### src/rtl/ncsp_mash_gen.sv
// ncsp_mash_gen: MASH 1-1-...-1 delta-sigma modulator for fractional-N divider control.
// Cascaded first-order accumulators; carries recombined through a (1-z^-1)^(k-1)
// noise-cancellation network into one signed divider offset. Runtime order select,
// LFSR dither on the stage-1 LSB, clock enable and atomic reload.
module ncsp_mash_gen #(
    parameter int          P_DATA_WIDTH = 8,
    parameter int          P_MAX_ORDER  = 3,
    parameter int          P_OUT_WIDTH  = 4,
    parameter logic [14:0] P_LFSR_SEED  = 15'h1ACE
) (
    input  logic                    i_clk,
    input  logic                    i_rst,
    input  logic                    i_en,
    input  logic                    i_load,
    input  logic [P_DATA_WIDTH-1:0] i_frac,
    input  logic [P_DATA_WIDTH-1:0] i_seed,
    input  logic [1:0]              i_order,
    input  logic                    i_dither_en,
    output logic [P_OUT_WIDTH-1:0]  o_y,
    output logic                    o_valid
);

    localparam int          W         = P_DATA_WIDTH;
    localparam int          N         = P_MAX_ORDER;
    // carry history depth: stage k needs k-1 prior carries
    localparam int          HD        = (N > 1) ? N - 1 : 1;
    localparam logic [1:0]  ORDER_MAX = 2'(N - 1);

    logic [W-1:0]           frac_q, frac_d;
    logic [1:0]             order_q, order_d;
    logic [W-1:0]           acc_q  [N];
    logic [W-1:0]           acc_d  [N];
    logic [N-1:0]           hist_q [HD];
    logic [N-1:0]           hist_d [HD];
    logic [14:0]            lfsr_q, lfsr_d;
    logic [P_OUT_WIDTH-1:0] y_q, y_d;
    logic                   valid_q, valid_d;

    logic [N-1:0]           carry;
    logic [N-1:0]           tap [HD+1];
    logic [W:0]             sum;
    logic [W-1:0]           pass;
    logic                   dith;
    int                     y_acc;

    // Signed binomial coefficient of (1-z^-1)^m at delay j.
    function automatic int coef(input int unsigned m, input int unsigned j);
        case (m)
            0: coef = (j == 0) ? 1 : 0;
            1: case (j) 0: coef = 1; 1: coef = -1; default: coef = 0; endcase
            2: case (j) 0: coef = 1; 1: coef = -2; 2: coef = 1; default: coef = 0; endcase
            3: case (j) 0: coef = 1; 1: coef = -3; 2: coef = 3; 3: coef = -1; default: coef = 0; endcase
            default: coef = 0;
        endcase
    endfunction

    // Next-state: load restarts, enabled step ripples the cascade and recombines carries.
    always_comb begin
        frac_d  = frac_q;
        order_d = order_q;
        acc_d   = acc_q;
        hist_d  = hist_q;
        lfsr_d  = lfsr_q;
        y_d     = y_q;
        valid_d = 1'b0;
        carry   = '0;
        sum     = '0;
        pass    = '0;
        dith    = 1'b0;
        y_acc   = 0;
        for (int unsigned j = 0; j <= HD; j++) tap[j] = '0;

        if (i_load) begin
            frac_d  = i_frac;
            order_d = (i_order > ORDER_MAX) ? ORDER_MAX : i_order;
            for (int unsigned k = 0; k < N; k++) acc_d[k] = '0;
            acc_d[0] = i_seed;
            for (int unsigned j = 0; j < HD; j++) hist_d[j] = '0;
            lfsr_d  = P_LFSR_SEED;
            y_d     = '0;
        end else if (i_en) begin
            dith = lfsr_q[0] & i_dither_en;
            // each stage integrates the updated residue of the stage before it
            for (int unsigned k = 0; k < N; k++) begin
                if (k <= 32'(order_q)) begin
                    if (k == 0) sum = {1'b0, acc_q[0]} + {1'b0, frac_q} + (W+1)'(dith);
                    else        sum = {1'b0, acc_q[k]} + {1'b0, pass};
                    carry[k] = sum[W];
                    acc_d[k] = sum[W-1:0];
                    pass     = sum[W-1:0];
                end else begin
                    acc_d[k] = '0;
                end
            end
            // tap[0] is this step's carry vector, tap[j] the carries j steps back
            tap[0] = carry;
            for (int unsigned j = 1; j <= HD; j++) tap[j] = hist_q[j-1];
            for (int unsigned k = 0; k < N; k++) begin
                for (int unsigned j = 0; j <= k; j++) begin
                    if (tap[j][k]) y_acc += coef(k, j);
                end
            end
            hist_d[0] = carry;
            for (int unsigned j = 1; j < HD; j++) hist_d[j] = hist_q[j-1];
            y_d     = y_acc[P_OUT_WIDTH-1:0];
            valid_d = 1'b1;
            lfsr_d  = {lfsr_q[13:0], lfsr_q[14] ^ lfsr_q[13]};
        end
    end

    // State register with synchronous reset taking priority over load and enable.
    always_ff @(posedge i_clk) begin
        if (i_rst) begin
            frac_q  <= '0;
            order_q <= '0;
            acc_q   <= '{default: '0};
            hist_q  <= '{default: '0};
            lfsr_q  <= P_LFSR_SEED;
            y_q     <= '0;
            valid_q <= 1'b0;
        end else begin
            frac_q  <= frac_d;
            order_q <= order_d;
            acc_q   <= acc_d;
            hist_q  <= hist_d;
            lfsr_q  <= lfsr_d;
            y_q     <= y_d;
            valid_q <= valid_d;
        end
    end

    assign o_y     = y_q;
    assign o_valid = valid_q;

endmodule
### config.mk
export PLATFORM = sky130hd
export DESIGN_NAME = ncsp_mash_gen
export DESIGN_NICKNAME = d
export VERILOG_FILES = /design/src/rtl/ncsp_mash_gen.sv
export SDC_FILE = /design/constraint.sdc
export NUM_CORES = 1
export LEC_CHECK = 0
export BUFFER_PORTS_ARGS = -buffer_cell sky130_fd_sc_hd__buf_2
export CAP_MARGIN = 40
export CORE_MARGIN = 3
export CORE_UTILIZATION = 36
export CTS_BUF_LIST = sky130_fd_sc_hd__clkbuf_4 sky130_fd_sc_hd__clkbuf_8
export DETAILED_ROUTE_END_ITERATION = 6
export GPL_TIMING_DRIVEN = 0
export HOLD_SLACK_MARGIN = 0.08
export PLACE_DENSITY = 0.63
export SYNTH_ARGS = -nofsm -noshare
export SYNTH_HDL_FRONTEND = slang
export SYNTH_SLANG_ARGS = --single-unit
### constraint.sdc
create_clock -name i_clk -period 7.55 [get_ports i_clk]
set_clock_uncertainty 0.2 [all_clocks]
set_input_delay 0.755 -clock i_clk [delete_from_list [all_inputs] [get_ports i_clk]]
set_output_delay 0.755 -clock i_clk [all_outputs]
set_load 0.02 [all_outputs]
=== Word-level counts from Yosys, hierarchy flattened ===
Index checks and enable logic that the tools add are counted.

* Output and inout bits: 5
* Register bits: 60
* Input port bits: 23
* Word-level logic and storage cells: 76

* Mux-type cells: 50
* Reductions and logical operators: 2
* Bitwise logic cells: 2
* $add $sub $neg: 9
* $lt $le $gt $ge: 3

{| class="wikitable"
|+ Operator list
! kind !! count
|-
| two-way mux 4 bit || 30
|-
| two-way mux 8 bit || 7
|-
| two-way mux 24 bit || 2
|-
| adder 8 x 8 -> 9 bit || 3
|-
| adder 4 bit || 5
|-
| two-way mux 1 bit || 10
|-
| adder 9 x 1 -> 9 bit || 1
|-
| greater-than comparator 2 bit (second input constant) || 1
|-
| <= comparator 1 x 2 -> 1 bit (first input constant) || 1
|-
| <= comparator 2 bit (first input constant) || 1
|-
| two-way mux 2 bit || 1
|-
| nonzero test 2 bit || 1
|-
| OR reduction 2 bit || 1
|-
| AND 1 bit || 1
|-
| bitwise XOR 1 bit || 1
|}

=== Logic depth before layout (Yosys ltp) ===
Gate-level depths: netlist (run 1).

* Depth in word-level cells: 29
* Gate-level depth with buffers: 25
* Gate-level depth less buffers: 25

=== Least setup slack after synthesis (run 1) ===
Ideal clock, no wire load.

* Path kind: input to register
* Start point: input i_dither_en
* End point: register y_q[3] (netlist: o_y[3])
* Stages on the path: 24
* Arrival: 5.503 ns
* Buffers on the path: 0
* Library setup time: 0.062 ns
* Path slack: 1.785 ns
* Data required time: 7.288 ns
* Cells stage by stage: nand2_1 > fa_1 > fa_1 > nor2b_1 > o21ai_0 > a21boi_0 > o21ai_0 > a21oi_1 > nor2_1 > ha_1 > nor2_1 > or3_1 > xnor2_1 > a21oi_1 > ha_1 > o21ai_0 > nor2_1 > o21a_4 > mux2i_1 > inv_1 > ha_1 > mux2_2 > or4_1 > nand3_1

* Longest elaborated chain between the ends: 25
* Elaborated cells on any way between the ends: 38
* Those cells by class: 8 x add/sub; 29 x mux; 1 x bitwise

{| class="wikitable"
|+ RTL lines
! element !! RTL line !! source
|-
| start, declared || 18 || <nowiki>input logic i_dither_en,</nowiki>
|-
| AND 1 bit (*) || 82 || <nowiki>dith = lfsr_q[0] & i_dither_en;</nowiki>
|-
| adder 9 x 1 -> 9 bit (*) || 86 || <nowiki>if (k == 0) sum = {1'b0, acc_q[0]} + {1'b0, frac_q} + (W+1)'(dith);</nowiki>
|-
| two-way mux 8 bit or two-way mux 1 bit (tied branches) || 81 || <nowiki>end else if (i_en) begin</nowiki>
|-
| two-way mux 8 bit or two-way mux 1 bit (tied branches) || 73 || <nowiki>if (i_load) begin</nowiki>
|-
| adder 8 x 8 -> 9 bit or two-way mux 1 bit (tied branches) || 87, 100 ||
|-
| two-way mux 1 bit or two-way mux 4 bit (tied branches) || 85, 81 ||
|-
| two-way mux 1 bit or two-way mux 4 bit (tied branches) || 81, 73 ||
|-
| two-way mux 1 bit or adder 4 bit (tied branches) || 73, 100 ||
|-
| (+9 left out) || - ||
|-
| two-way mux 4 bit (*) || 81 ||
|-
| two-way mux 4 bit (*) || 73 ||
|-
| adder 4 bit || 100 || <nowiki>if (tap[j][k]) y_acc += coef(k, j);</nowiki>
|-
| two-way mux 4 bit (*) || 100 ||
|-
| two-way mux 4 bit (*) || 81 ||
|-
| two-way mux 4 bit (*) || 73 ||
|-
| adder 4 bit || 100 ||
|-
| two-way mux 4 bit (*) || 100 ||
|-
| end signal, assigned || 127 || <nowiki>y_q <= y_d;</nowiki>
|-
| end, declared || 36 || <nowiki>logic [P_OUT_WIDTH-1:0] y_q, y_d;</nowiki>
|}

Mark *: on every way between the ends. The rest lies on a longest branch, timed or not. The select of a mux whose other input is x is not followed.
A chain may end at the register's enable or synchronous reset.

=== Worst setup path after layout (run 1) ===
Ends and elaborated chain as after synthesis.

==> results of run 1 <==
-- where the power goes --
part | leakage [nW] | internal [mW] | total [mW] | switching (mW)
combinational | 1.12 | 0.0541 | 0.131 | 0.0772
sequential | 0.465 | 0.311 | 0.317 | 0.00639
clock | 0.110 | 0.189 | 0.330 | 0.141
-- state kept, by name, indices dropped and copies added, names as in the netlist --
register	count
frac_q	8
order_q	2
hist_q	3
o_valid	1
acc_q	24
lfsr_q	15
o_y	4
-- critical path, stage by stage --
cell	delay, ps
buf_2	80
nand2_1	90
fa_1	420
fa_1	420
nor2b_1	120
o21ai_0	100
a21boi_0	260
o21ai_0	150
and3_1	190
nor2_1	210
ha_1	260
nor2_1	80
or3_1	420
xnor2_1	150
a21oi_1	80
ha_1	330
o21ai_0	90
nor2_1	260
o21a_4	230
mux2i_1	270
inv_1	70
ha_1	260
mux2_2	300
or4_1	500
nand3_1	90
-- metrics by stage --
stage / hold WS, ps / setup slack, ps
final: 265 / 1440
after global routing: 296 / 972
after CTS: 271 / 1410
after detailed placement: 258 / 1050
after global placement: 253 / 1150
after floorplan: 241 / 1780
-- cell type report --
type | instances | area share (%)
multi-input cells | 300 | 53.6
flip-flops and latches | 57 | 28.9
well taps | 129 | 4.08
repair buffers | 26 | 3.29
clock buffers | 9 | 3.13
clock inverters | 7 | 2.60
inverters | 27 | 2.56
plain buffers | 20 | 1.90
-- logic make-up after synthesis --
family	after synthesis
flip-flops	57
AO/OA/AOI/OAI	77
multiplexers	34
buffers and inverters	47
XOR/XNOR	20
AND/OR/NAND/NOR	135
adder cells (fa/ha/maj)	34
-- placed cells by master (no fill, tap or decap), types with 2 or more instances in the layout --
cell       instances
ha_1              29
nand2b_1           6
a21oi_1           22
nor2_1            48
nand2_1           38
a32o_1             2
inv_1             27
xor2_1             2
fa_1               5
buf_1              4
a21boi_0           3
mux2i_1           31
nor3_1             9
or3_1              2
o211ai_1           3
nor3b_1            2
o21ai_0           17
dfxtp_1           57
bufinv_16          2
mux2_2             3
clkbuf_1          16
inv_6              2
nand3_1           10
buf_2             26
nor2b_1            9
a21oi_2            2
a21o_1             2
nand4_1            2
a22oi_1            4
or2_2              2
a211oi_1           4
a221oi_1           2
and3_1             2
xnor2_1           18
o311ai_1           2
clkinv_4           2
clkbuf_8           9
-- path summary, 6_finish.rpt --
check | startpoint | end | slack, ps | cells past startpoint
max reg2reg | lfsr_q[0]$_SDFFE_PP0P_ | o_y[3]$_SDFFE_PP0P_ | 1520 | 24
max | i_dither_en | o_y[3]$_SDFFE_PP0P_ | 1440 | 25
min reg2reg | o_y[1]$_SDFFE_PP0P_ | o_y[1]$_SDFFE_PP0P_ | 260 | 2
min | o_y[1]$_SDFFE_PP0P_ | o_y[1]$_SDFFE_PP0P_ | 260 | 2
-- metal layers --
layer  global-route usage (%)  part of all wire, %  vias to the layer above  wire length [µm]
li1                         -                    -                     1466                 -
met1                     19.2                   47                     1354              3720
met2                     26.2                   47                       66              3760
met3                     3.74                  4.0                       20               323
met4                     5.70                  2.4                        0               188
met5                        0                    0                        -                 0
==> results_dict.tcl, run 1 <==
set metrics [dict create \
    outcome "completed" \
    cts_sinks 57 \
    grt_max_degree 13 \
    stdcell_area_um2 3950 \
    synth_ff_type "dfxtp_1" \
    cts_tree "built" \
    p_total_mw 0.779 \
    report.final.hold_viol_count 0 \
    setup-tns-final_ps 0 \
    rsz0062_at_grt "no" \
    synth_most_common_cell "dfxtp_1" \
    synth_area_leaders "dfxtp_1 33%, ha_1 11%, mux2i_1 9.0%, nor2_1 5.2%, xnor2_1 4.6%" \
    drc 0 \
    grt_pass1_wl_um 13700 \
    cp-start-kind "primary input" \
    die_area_um2 10700 \
    grt_usage_pct 15.5 \
    min_period_over_period_pct 80.9 \
    grt_pass1_vias 2960 \
    final_cells 575 \
    dieHeight_um 104 \
    dpl.hpwl_um 6000 \
    avgSynthCellArea_um2 8.50 \
    yosys_warnings 0 \
    fin_nets 498 \
    ys_seq_area_share_pct 33.2 \
    synth-simple-area-share_pct 18.0 \
    ant_nets 0 \
    synth_xor_area_share_pct 5.10 \
    cp.required_ps 7640 \
    p_leak_nw 1.69 \
    postPlaceCellArea_um2 3730 \
    synthArstFlopShare_pct 0 \
    synthTopCellsByCount "57 x dfxtp_1, 48 x nor2_1, 38 x nand2_1" \
    max_freq_mhz 164 \
    ys_types 51 \
    core_um2 9240 \
    synth_top_cell_by_area "dfxtp_1" \
    num_antenna_cells 0 \
    wl_um 7990 \
    htreeDepth 3 \
    endpoint_kind "flop" \
    synth_compound_area_share_pct 15.1 \
    initial_core_util_pct 37.2 \
    synthCells 404 \
    synth.top_cell.area_share_pct 33.2 \
    maxSlewViolCount 0 \
    ys_seq_elements 57 \
    dr.pass1.iters 4 \
    setup.worst_path.class "in -> reg" \
    period_needed_ps 6110 \
    worst_slew_pin_slew_ps 696 \
    insertion_delay_ps 350 \
    vias 2906 \
    multiInputGateArea_um2 2120 \
    ctsHoldBuffers 0 \
    cp_max_fo 7 \
    drv_cap 0 \
    synth_edf_count 0 \
    cts_setup_buffers 0 \
    clockRootBuffer "clkbuf_8" \
    overflow 0 \
    fillers 926 \
    synthAdderAreaFrac_pct 13.5 \
    die_x_um 104 \
    area_delta_synth_final_pct 15.1 \
    clockBufferDepth 2 \
    drive_gt1_share_pct 12.3 \
    antenna_found_initial 0 \
    rows 35 \
    finalSetupViolations 0 \
    synthMuxAreaShare_pct 10.0 \
    vias_per_cell 5.05 \
    post_cts_resized 0 \
    gp_congestion 0.903 \
    utilization_pct 42.8 \
    io_pins 28 \
    synth_nets 461 \
    clk_pin_slew_ps 70 \
    drtIter0Drc 103 \
    wl_per_cell_um 13.9 \
    regArea_um2 1140 \
    cts_buffers 9 \
    hp-class "reg -> reg" \
    numPlacedInstances 559 \
    netlist_area_um2 3430 \
    synth_top_family_by_area "simple AND/OR/NAND/NOR gates" \
    portBuffers 26 \
    powerDensity_nw_per_um2 197 \
    maxSlewHeadroom_pct 53.6 \
    crit_arrival_ps 6200 \
    peakVddDrop_uv 135 \
]
Note: power is estimated with default switching activity, not from simulation.
==> run 2: changes to the inputs <==
- ABC_AREA: not set -> 1
- clock period: 7.55 -> 6 ns (I/O delays scaled with it)
==> run 2 against run 1 <==
Final area increased by 0.98%. First-iteration DRC count increased by 90%. Non-clock buffer count decreased by 3. Synthesized cell count increased by 21%. Critical path type is now reg -> reg. Highest routed layer unchanged.
==> results_dict.tcl, run 2 <==
set metrics [dict create \
    final_common_cell "nand2_1" \
    initial_core_util_pct 37.1 \
    drive_gt1_share_pct 11.7 \
    cp.required_ps 6040 \
    setup.worst_path.class "reg -> reg" \
    synth_most_common_cell "nand2_1" \
    crit_cells 28 \
    dr.pass1.iters 4 \
    grt_max_degree 13 \
    cp_num_buf_inv 5 \
    cts_tree "built" \
    maxSlewViolCount 0 \
    crit_arrival_ps 5410 \
    cp-startpoint "frac_q[0]$_SDFFE_PP0P_" \
    min_from "lfsr_q[6]$_SDFFE_PP1P_" \
    synth_ff_type "dfxtp_1" \
    worst_slew_pin_slew_ps 610 \
    avgSynthCellArea_um2 7.04 \
    io_pins 28 \
    rows 35 \
    ys_seq_area_share_pct 33.2 \
    die_x_um 104 \
    crit_top_cell "inv_1" \
    peakVddDrop_uv 159 \
    synth_area_leaders "dfxtp_1 33%, nand2_1 12%, ha_1 11%, a21oi_1 8.0%, inv_1 6.9%" \
    reg2reg_from "frac_q[0]$_SDFFE_PP0P_" \
    ant_nets 0 \
    hp-class "reg -> reg" \
    synthCells 489 \
    antenna_found_initial 0 \
    multiInputGateArea_um2 2010 \
    ctsHoldBuffers 0 \
    wl_per_cell_um 12.2 \
    synth.top_cell.area_share_pct 33.2 \
    holdWs_ps 260 \
    grt_pass1_wl_um 14400 \
    vias 3214 \
    synth_top_cell_by_area "dfxtp_1" \
    sw_frac_of_total_pct 30.9 \
    fin_nets 584 \
    die_area_um2 10800 \
    drv_cap 0 \
    report.final.hold_viol_count 0 \
    vias_per_cell 4.86 \
    clk_pin_slew_ps 80 \
    holdPathStages 2 \
    insertion_delay_ps 330 \
    top_register "acc_q" \
    synthTopCellsByCount "107 x nand2_1, 63 x inv_1, 57 x dfxtp_1" \
    r2r_end "o_y[3]$_SDFFE_PP0P_" \
    ys_seq_elements 57 \
    seq_power_share_pct 39.8 \
    final_cells 661 \
    slowest_stage "fa_2" \
    intPower_mw 0.704 \
    drtIter0Drc 196 \
    post-place-ws_ps -13.5 \
    ff2ff_path_depth 28 \
    min_period_over_period_pct 89.5 \
    finalSetupViolations 0 \
    cp-start-kind "flop" \
    cp_max_fo 4 \
    cts_buffers 9 \
    utilization_pct 43.0 \
    fin_ws_ps 627 \
    pwr-share-clk_pct 40.8 \
    comb_power_share_pct 19.4 \
    dpl.hpwl_um 6340 \
    ys_types 39 \
    outcome "completed" \
    clockRootBuffer "clkbuf_8" \
    maxSlewHeadroom_pct 59.3 \
    reg_top3 "acc_q: 24 flops, lfsr_q: 15 flops, frac_q: 8 flops" \
    gp_congestion 0.820 \
    ff2ff_setup_slack_ps 630 \
    dieHeight_um 104 \
    max_freq_mhz 186 \
    core_um2 9280 \
    p_leak_nw 1.95 \
    cts_sinks 57 \
    portBuffers 25 \
    area_delta_synth_final_pct 16.0 \
    rsz0062_at_grt "no" \
    wl_um 8090 \
    netlist_area_um2 3440 \
    htreeDepth 3 \
    synthArstFlopShare_pct 0 \
    grt_pass1_vias 3204 \
    cp_slowest_stage_delay_ps 570 \
    synth_nets 546 \
    largest_register_ffs 24 \
    endpoint_kind "flop" \
    yosys_warnings 0 \
    regArea_um2 1140 \
    num_antenna_cells 0 \
    clockBufferDepth 2 \
    fillers 959 \
    min_to "lfsr_q[6]$_SDFFE_PP1P_" \
    grt_usage_pct 16.0 \
    drc 0 \
    critPathTopFamily "adder cells" \
    powerDensity_nw_per_um2 255 \
    most-common-layout-cells "107 x nand2_1, 63 x inv_1, 57 x dfxtp_1" \
    overflow 0 \
    period_needed_ps 5370 \
    numPlacedInstances 643 \
    switching_power_mw 0.314 \
    synth_edf_count 0 \
]
==> run 2: changes by cell type after synthesis, moves of 8 or more <==
cell     previous run  this run
nor3_1              9         1
nand3_1            10        25
nor2_1             48        33
xnor2_1            18         1
a21oi_1            22        55
nand2_1            38       107
inv_1              27        63
mux2i_1            31         0
nor2b_1             9         0
o21ai_0            17        43
==> run 2: metal layers <==
| metal | track usage, % | vias up | routed length, µm |
|---|---|---|---|
| met2 | 26.7 | 69 | 3800 |
| met1 | 21.0 | 1451 | 3830 |
| met5 | 0 | - | 0 |
| met3 | 2.43 | 8 | 377 |
| li1 | - | 1686 | - |
| met4 | 5.51 | 0 | 82 |
==> run 2: final cells by class <==
type                    instances  share of cell area, %
multi-input cells             351                   50.4
flip-flops and latches         57                   28.6
inverters                      65                   6.14
well taps                     129                   4.04
repair buffers                 27                   3.51
clock buffers                   9                   3.10
clock inverters                 7                   2.57
plain buffers                  16                   1.63
==> run 2: power groups by stage <==
stage	Combinational [mW]	Sequential (mW)	Clock, mW
2_1_floorplan	0.142	0.412	0
3_3_place_gp	0.188	0.413	0
3_5_place_dp	0.192	0.414	0
4_1_cts	0.193	0.405	0.425
5_1_grt	0.230	0.407	0.445
6_report	0.198	0.405	0.416
==> run 2: worst register-to-register path, delay by kind of cell, from the launching register on <==
family	cells	cell delay (ps)
buf+inv	5	380
xor+xnor	2	360
fa+ha+maj	6	2110
simple gates	11	1320
compound gates	4	600
flops	1	310
==> run 2: logic make-up after synthesis <==
family / after synthesis / share of synthesized area, %
xor+xnor: 6 / 1.53
compound gates: 128 / 20.5
simple gates: 183 / 22.3
fa+ha+maj: 34 / 13.4
flops: 57 / 33.2
buf+inv: 81 / 9.01
==> run 2: worst max-delay path by stage <==
stage	to	slack, ps
after floorplan	o_y[3]$_SDFFE_PP0P_	700
after global placement	o_y[3]$_SDFFE_PP0P_	50
after detailed placement	o_y[3]$_SDFFE_PP0P_	-10
after CTS	o_y[3]$_SDFFE_PP0P_	310
after global routing	o_y[3]$_SDFFE_PP0P_	60
final	o_y[3]$_SDFFE_PP0P_	630
==> run 2: timing repair <==
item                                    4_1_cts  5_1_grt
endpoints found under the setup margin        0        2
gates resized for setup                       0        6
setup buffers                                 0        2
==> run 2: through the flow <==
stage	setup TNS, ps	power, mW	cell area, µm²
2_1_floorplan	0	0.554	3440
3_3_place_gp	0	0.601	3730
3_5_place_dp	-13.5	0.605	3730
4_1_cts	0	1.02	3960
5_1_grt	0	1.08	3990
6_report	0	1.02	3990
